`src/rtl/pc_reg_if.sv`:
```
// Bus between the next-PC logic and the program-counter register.
interface pc_reg_if #(
  parameter int WIDTH = 32
);
  logic [WIDTH-1:0] next_pc;
  logic             enable;
  logic [WIDTH-1:0] curr_pc;

  modport master (
    output next_pc,
    output enable,
    input  curr_pc
  );

  modport slave (
    input  next_pc,
    input  enable,
    output curr_pc
  );
endinterface

```
`src/rtl/pc_reg.sv`:
```
// Program-counter register: loads next_pc when enabled, holds on stall.
`ifndef PC_ENABLED
`define PC_ENABLED 1'b1
`endif
`ifndef PC_DISABLED
`define PC_DISABLED 1'b0
`endif

module pc_reg #(
   parameter int               WIDTH    = 32,
   parameter logic [WIDTH-1:0] RESET_PC = '0
) (
   input  logic        clk,
   input  logic        rst_n,
   pc_reg_if.slave     pcBus
);

   logic [WIDTH-1:0] r_pc;

   // Reset outranks enable; the stored value is taken verbatim with no alignment masking.
   always_ff @(posedge clk) begin
      if (!rst_n) begin
         r_pc <= RESET_PC;
      end else if (pcBus.enable == `PC_ENABLED) begin
         r_pc <= pcBus.next_pc;
      end
   end

   assign pcBus.curr_pc = r_pc;

endmodule

```
`src/flat_wrapper.sv`:
```
// flat-port wrapper written by rule: the top's interface ports become plain ports
module pc_reg_flat 
#(
   parameter int               WIDTH    = 32,
   parameter logic [WIDTH-1:0] RESET_PC = '0
)
  (clk, rst_n, pcBus_next_pc, pcBus_enable, pcBus_curr_pc);
  pc_reg_if #(.WIDTH(WIDTH)) pcBus_i ();
  input  logic clk;
  input  logic rst_n;
  input wire logic [$bits(pcBus_i.next_pc)-1:0] pcBus_next_pc;
  input wire logic [$bits(pcBus_i.enable)-1:0] pcBus_enable;
  output wire logic [$bits(pcBus_i.curr_pc)-1:0] pcBus_curr_pc;
  assign pcBus_i.next_pc = pcBus_next_pc;
  assign pcBus_i.enable = pcBus_enable;
  assign pcBus_curr_pc = pcBus_i.curr_pc;
  pc_reg #(.WIDTH(WIDTH), .RESET_PC(RESET_PC)) u_core (.clk(clk), .rst_n(rst_n), .pcBus(pcBus_i));
endmodule
```
`config.mk`:
```
export PLATFORM = sky130hd
export DESIGN_NAME = pc_reg_flat
export DESIGN_NICKNAME = d
export VERILOG_FILES = /design/src/rtl/pc_reg_if.sv /design/src/rtl/pc_reg.sv /design/src/flat_wrapper.sv
export SDC_FILE = /design/constraint.sdc
export NUM_CORES = 1
export LEC_CHECK = 0
export ABC_CLOCK_PERIOD_IN_PS = 1900
export CAP_MARGIN = 30
export CORE_ASPECT_RATIO = 1.2
export CORE_MARGIN = 5
export CORE_UTILIZATION = 41
export DETAILED_ROUTE_END_ITERATION = 12
export GPL_TIMING_DRIVEN = 1
export PLACE_DENSITY = 0.85
export REMOVE_ABC_BUFFERS = 1
export SYNTH_ARGS = -nofsm -noshare
export SYNTH_HDL_FRONTEND = slang
export SYNTH_SLANG_ARGS = --single-unit
```
`constraint.sdc`:
```
create_clock -name clk -period 1.9 [get_ports clk]
set_clock_uncertainty 0.15 [all_clocks]
set_input_delay 0.19 -clock clk [delete_from_list [all_inputs] [get_ports clk]]
set_output_delay 0.19 -clock clk [all_outputs]
set_load 0.05 [all_outputs]
```
==> flow_results.xml <==
<?xml version="1.0" encoding="UTF-8"?>
<metrics>
  <group name="place">
    <metric name="numPlacedInstances" unit="">200</metric>
    <metric name="hpwlAfterDp" unit="microns">2190</metric>
    <metric name="port_buf_inserts" unit="">66</metric>
    <metric name="routabilityCongestion" unit="">0.711</metric>
  </group>
  <group name="power">
    <metric name="worst_vdd_ir" unit="uV">678</metric>
    <metric name="finalPower" unit="mW">1.51</metric>
    <metric name="power.static_leakage" unit="nW">0.865</metric>
    <metric name="pwr_density_cell" unit="mW/mm^2">771</metric>
  </group>
  <group name="clocking">
    <metric name="htreeDepth" unit="">2</metric>
    <metric name="ctsResizeCount" unit="">0</metric>
    <metric name="cts_tree" unit="">yes</metric>
    <metric name="ctsLongestPathBuffers" unit="">2</metric>
    <metric name="post_cts_buffers" unit="">0</metric>
    <metric name="worst_setup_hold_path_clk_slew" unit="ns">0.09</metric>
    <metric name="tritoncts_buffer_count" unit="">5</metric>
    <metric name="cts_hold_buf" unit="">0</metric>
    <metric name="numClockSinks" unit="">32</metric>
    <metric name="clock_tree.root_cell" unit="">clkbuf_4</metric>
    <metric name="clk-insertion-delay-late" unit="ns">0.32</metric>
  </group>
  <group name="global_route">
    <metric name="track_usage" unit="%">15.5</metric>
    <metric name="overflow_after_grt" unit="">0</metric>
    <metric name="grt_most_used_layer" unit="">met2</metric>
    <metric name="gr-usage-met2" unit="%">25.8</metric>
    <metric name="via_count_of_the_first_global_routing_pass" unit="">1035</metric>
    <metric name="globalRouteMet3Util" unit="%">6.10</metric>
    <metric name="grt_first_pass_wirelength" unit="microns">4730</metric>
    <metric name="grt.met1_usage" unit="%">14.8</metric>
    <metric name="grt_start_max_net_pins" unit="">33</metric>
    <metric name="grt_antenna_before_repair" unit="">0</metric>
  </group>
  <group name="worst_setup_path">
    <metric name="regToRegStartpoint" unit="">u_core.pcBus.curr_pc[31]</metric>
    <metric name="kind_of_critical_path" unit="">reg2out</metric>
    <metric name="reg2reg_slack" unit="ns">1.12</metric>
    <metric name="worstSetupEndpointType" unit="">output pin</metric>
    <metric name="cp_slowest_stage_delay" unit="ns">0.83</metric>
    <metric name="path_depth" unit="">1</metric>
    <metric name="path_cells" unit="">clkdlybuf4s50_1</metric>
    <metric name="crit_path_top_delay_cell" unit="">clkdlybuf4s50_1</metric>
    <metric name="reg2reg_depth" unit="">2</metric>
    <metric name="worst_setup_path_end" unit="">pcBus_curr_pc[1]</metric>
    <metric name="timing.rr.end" unit="">u_core.pcBus.curr_pc[31]</metric>
    <metric name="worst_setup_path_start_kind" unit="">flip-flop</metric>
    <metric name="cpLargestDelayFamily" unit="">buffers and inverters</metric>
    <metric name="path_max_fanout" unit="">2</metric>
    <metric name="worstSetupStartpoint" unit="">u_core.pcBus.curr_pc[1]</metric>
    <metric name="worstPathRequired" unit="ns">1.56</metric>
    <metric name="critPathBufInv" unit="">1</metric>
    <metric name="worstPathArrival" unit="ns">1.49</metric>
  </group>
  <group name="die">
    <metric name="die-area" unit="sq mm">0.00424</metric>
    <metric name="die_outline_height" unit="microns">70.3</metric>
    <metric name="top_level_ports" unit="">67</metric>
    <metric name="core-area" unit="sq mm">0.00300</metric>
    <metric name="start_util" unit="%">41.5</metric>
    <metric name="num_rows" unit="">22</metric>
    <metric name="die_w" unit="microns">60.3</metric>
  </group>
  <group name="worst_hold_path">
    <metric name="worstHoldPathType" unit="">in2reg</metric>
  </group>
  <group name="timing">
    <metric name="slew_at_the_pin_closest_to_its_max_slew_limit" unit="ns">0.531</metric>
    <metric name="fin_hold_ws" unit="ns">0.255</metric>
    <metric name="rsz0062_at_grt" unit="">false</metric>
    <metric name="slew_headroom" unit="%">64.5</metric>
    <metric name="clock.fmax" unit="GHz">0.546</metric>
    <metric name="final_period_minus_worst_setup_slack" unit="ns">1.83</metric>
    <metric name="period_share" unit="%">96.5</metric>
    <metric name="setup-violations-final" unit="">0</metric>
    <metric name="tns" unit="ns">0</metric>
    <metric name="timing_hold_violations_final" unit="">0</metric>
    <metric name="slew_viols_final" unit="">0</metric>
  </group>
  <group name="logic_synthesis">
    <metric name="cell_area_after_technology_mapping" unit="sq mm">0.00124</metric>
    <metric name="synth_register_bits" unit="">32</metric>
    <metric name="count_of_cell_types_in_the_netlist" unit="">6</metric>
    <metric name="synthCells" unit="">103</metric>
    <metric name="synth_seq_area_share" unit="%">51.5</metric>
    <metric name="syn-mean-instance-area" unit="sq um">12.1</metric>
    <metric name="ys_warn_count" unit="">0</metric>
  </group>
  <group name="run">
    <metric name="number_of_max_cap_violations" unit="">0</metric>
  </group>
  <group name="final_layout">
    <metric name="largest_reg_flops" unit="">32</metric>
    <metric name="insertedDiodeCount" unit="">0</metric>
    <metric name="area_growth" unit="%">57.4</metric>
    <metric name="share_of_layout_cells_above_drive_strength_1" unit="%">5.23</metric>
    <metric name="stdcell_count" unit="">208</metric>
    <metric name="nNetsFinal" unit="">206</metric>
  </group>
  <group name="drt">
    <metric name="antenna_violating_nets_post_route" unit="">0</metric>
    <metric name="detailroute.via_count" unit="">961</metric>
    <metric name="initialDrtViolationCount" unit="">21</metric>
    <metric name="routedWlPerCell" unit="microns">13.9</metric>
    <metric name="drt_drc" unit="">0</metric>
    <metric name="routed_wirelength" unit="microns">2890</metric>
    <metric name="drt_pass1_iterations" unit="">3</metric>
    <metric name="drt-vias-per-instance" unit="">4.62</metric>
  </group>
  <group name="status">
    <metric name="outcome" unit="">completed</metric>
  </group>
</metrics>
## layout make-up
type                            count  area, sq um
Fill cell                         249         1040
Timing Repair Buffer               68          693
Sequential cell                    32          641
Multi-Input combinational cell     64          520
Clock buffer                        8         58.8
Tap cell                           36         45.0
## cell usage in the layout (no fill, tap or decap), drive strengths merged
cell	instances
clkdlybuf4s50	61
dlymetal6s2s	4
clkbuf	8
mux2i	32
dfxtp	32
buf	3
nor2b	32
## stage by stage
stage	util [%]	setup slack (ns)	cell area [sq um]
final	65.3	0.0672	1960
after global routing	65.3	0.000528	1960
after CTS	64.9	0.0296	1950
after detailed placement	63.0	0.412	1890
after global placement	63.0	0.421	1890
after floorplan	-	0.847	1160
## metal layers
| metal | vias up | share of wire, % |
|---|---|---|
| li1 | 474 | - |
| met1 | 438 | 34 |
| met2 | 41 | 53 |
| met3 | 8 | 8.3 |
| met4 | 0 | 4.5 |
| met5 | - | 0 |
## how the worst min path moves through the flow
stage                                        start                        to  slack (ns)  cells past startpoint
after global routing                  pcBus_enable   u_core.pcBus.curr_pc[8]        0.25                      4
after detailed placement   u_core.pcBus.curr_pc[5]   u_core.pcBus.curr_pc[5]        0.36                      2
after CTS                             pcBus_enable  u_core.pcBus.curr_pc[15]        0.25                      4
final                                 pcBus_enable   u_core.pcBus.curr_pc[3]        0.25                      4
after floorplan                              rst_n   u_core.pcBus.curr_pc[0]        0.17                      1
after global placement    u_core.pcBus.curr_pc[10]  u_core.pcBus.curr_pc[10]        0.35                      2
## logic make-up (layout without fill, tap and decap cells)
logic type | Yosys count | after routing | synth area share [%]
buffers and inverters | 7 | 76 | 6.64
DFF | 32 | 32 | 51.5
muxes | 32 | 32 | 25.8
and+or+nand+nor | 32 | 32 | 16.1
## synthesized netlist by cell type (all sizes together)
master,count,share of area (%)
clkbuf,3,0.91
dfxtp,32,52
buf,4,5.7
mux2i,32,26
nor2b,32,16
## where the power goes
part | total, mW | switching (mW) | internal [mW]
registers | 0.730 | 0.0192 | 0.711
clock network | 0.392 | 0.210 | 0.182
logic | 0.388 | 0.212 | 0.177
total | 1.51 | 0.441 | 1.07
Power figures use the tool's default switching activity.
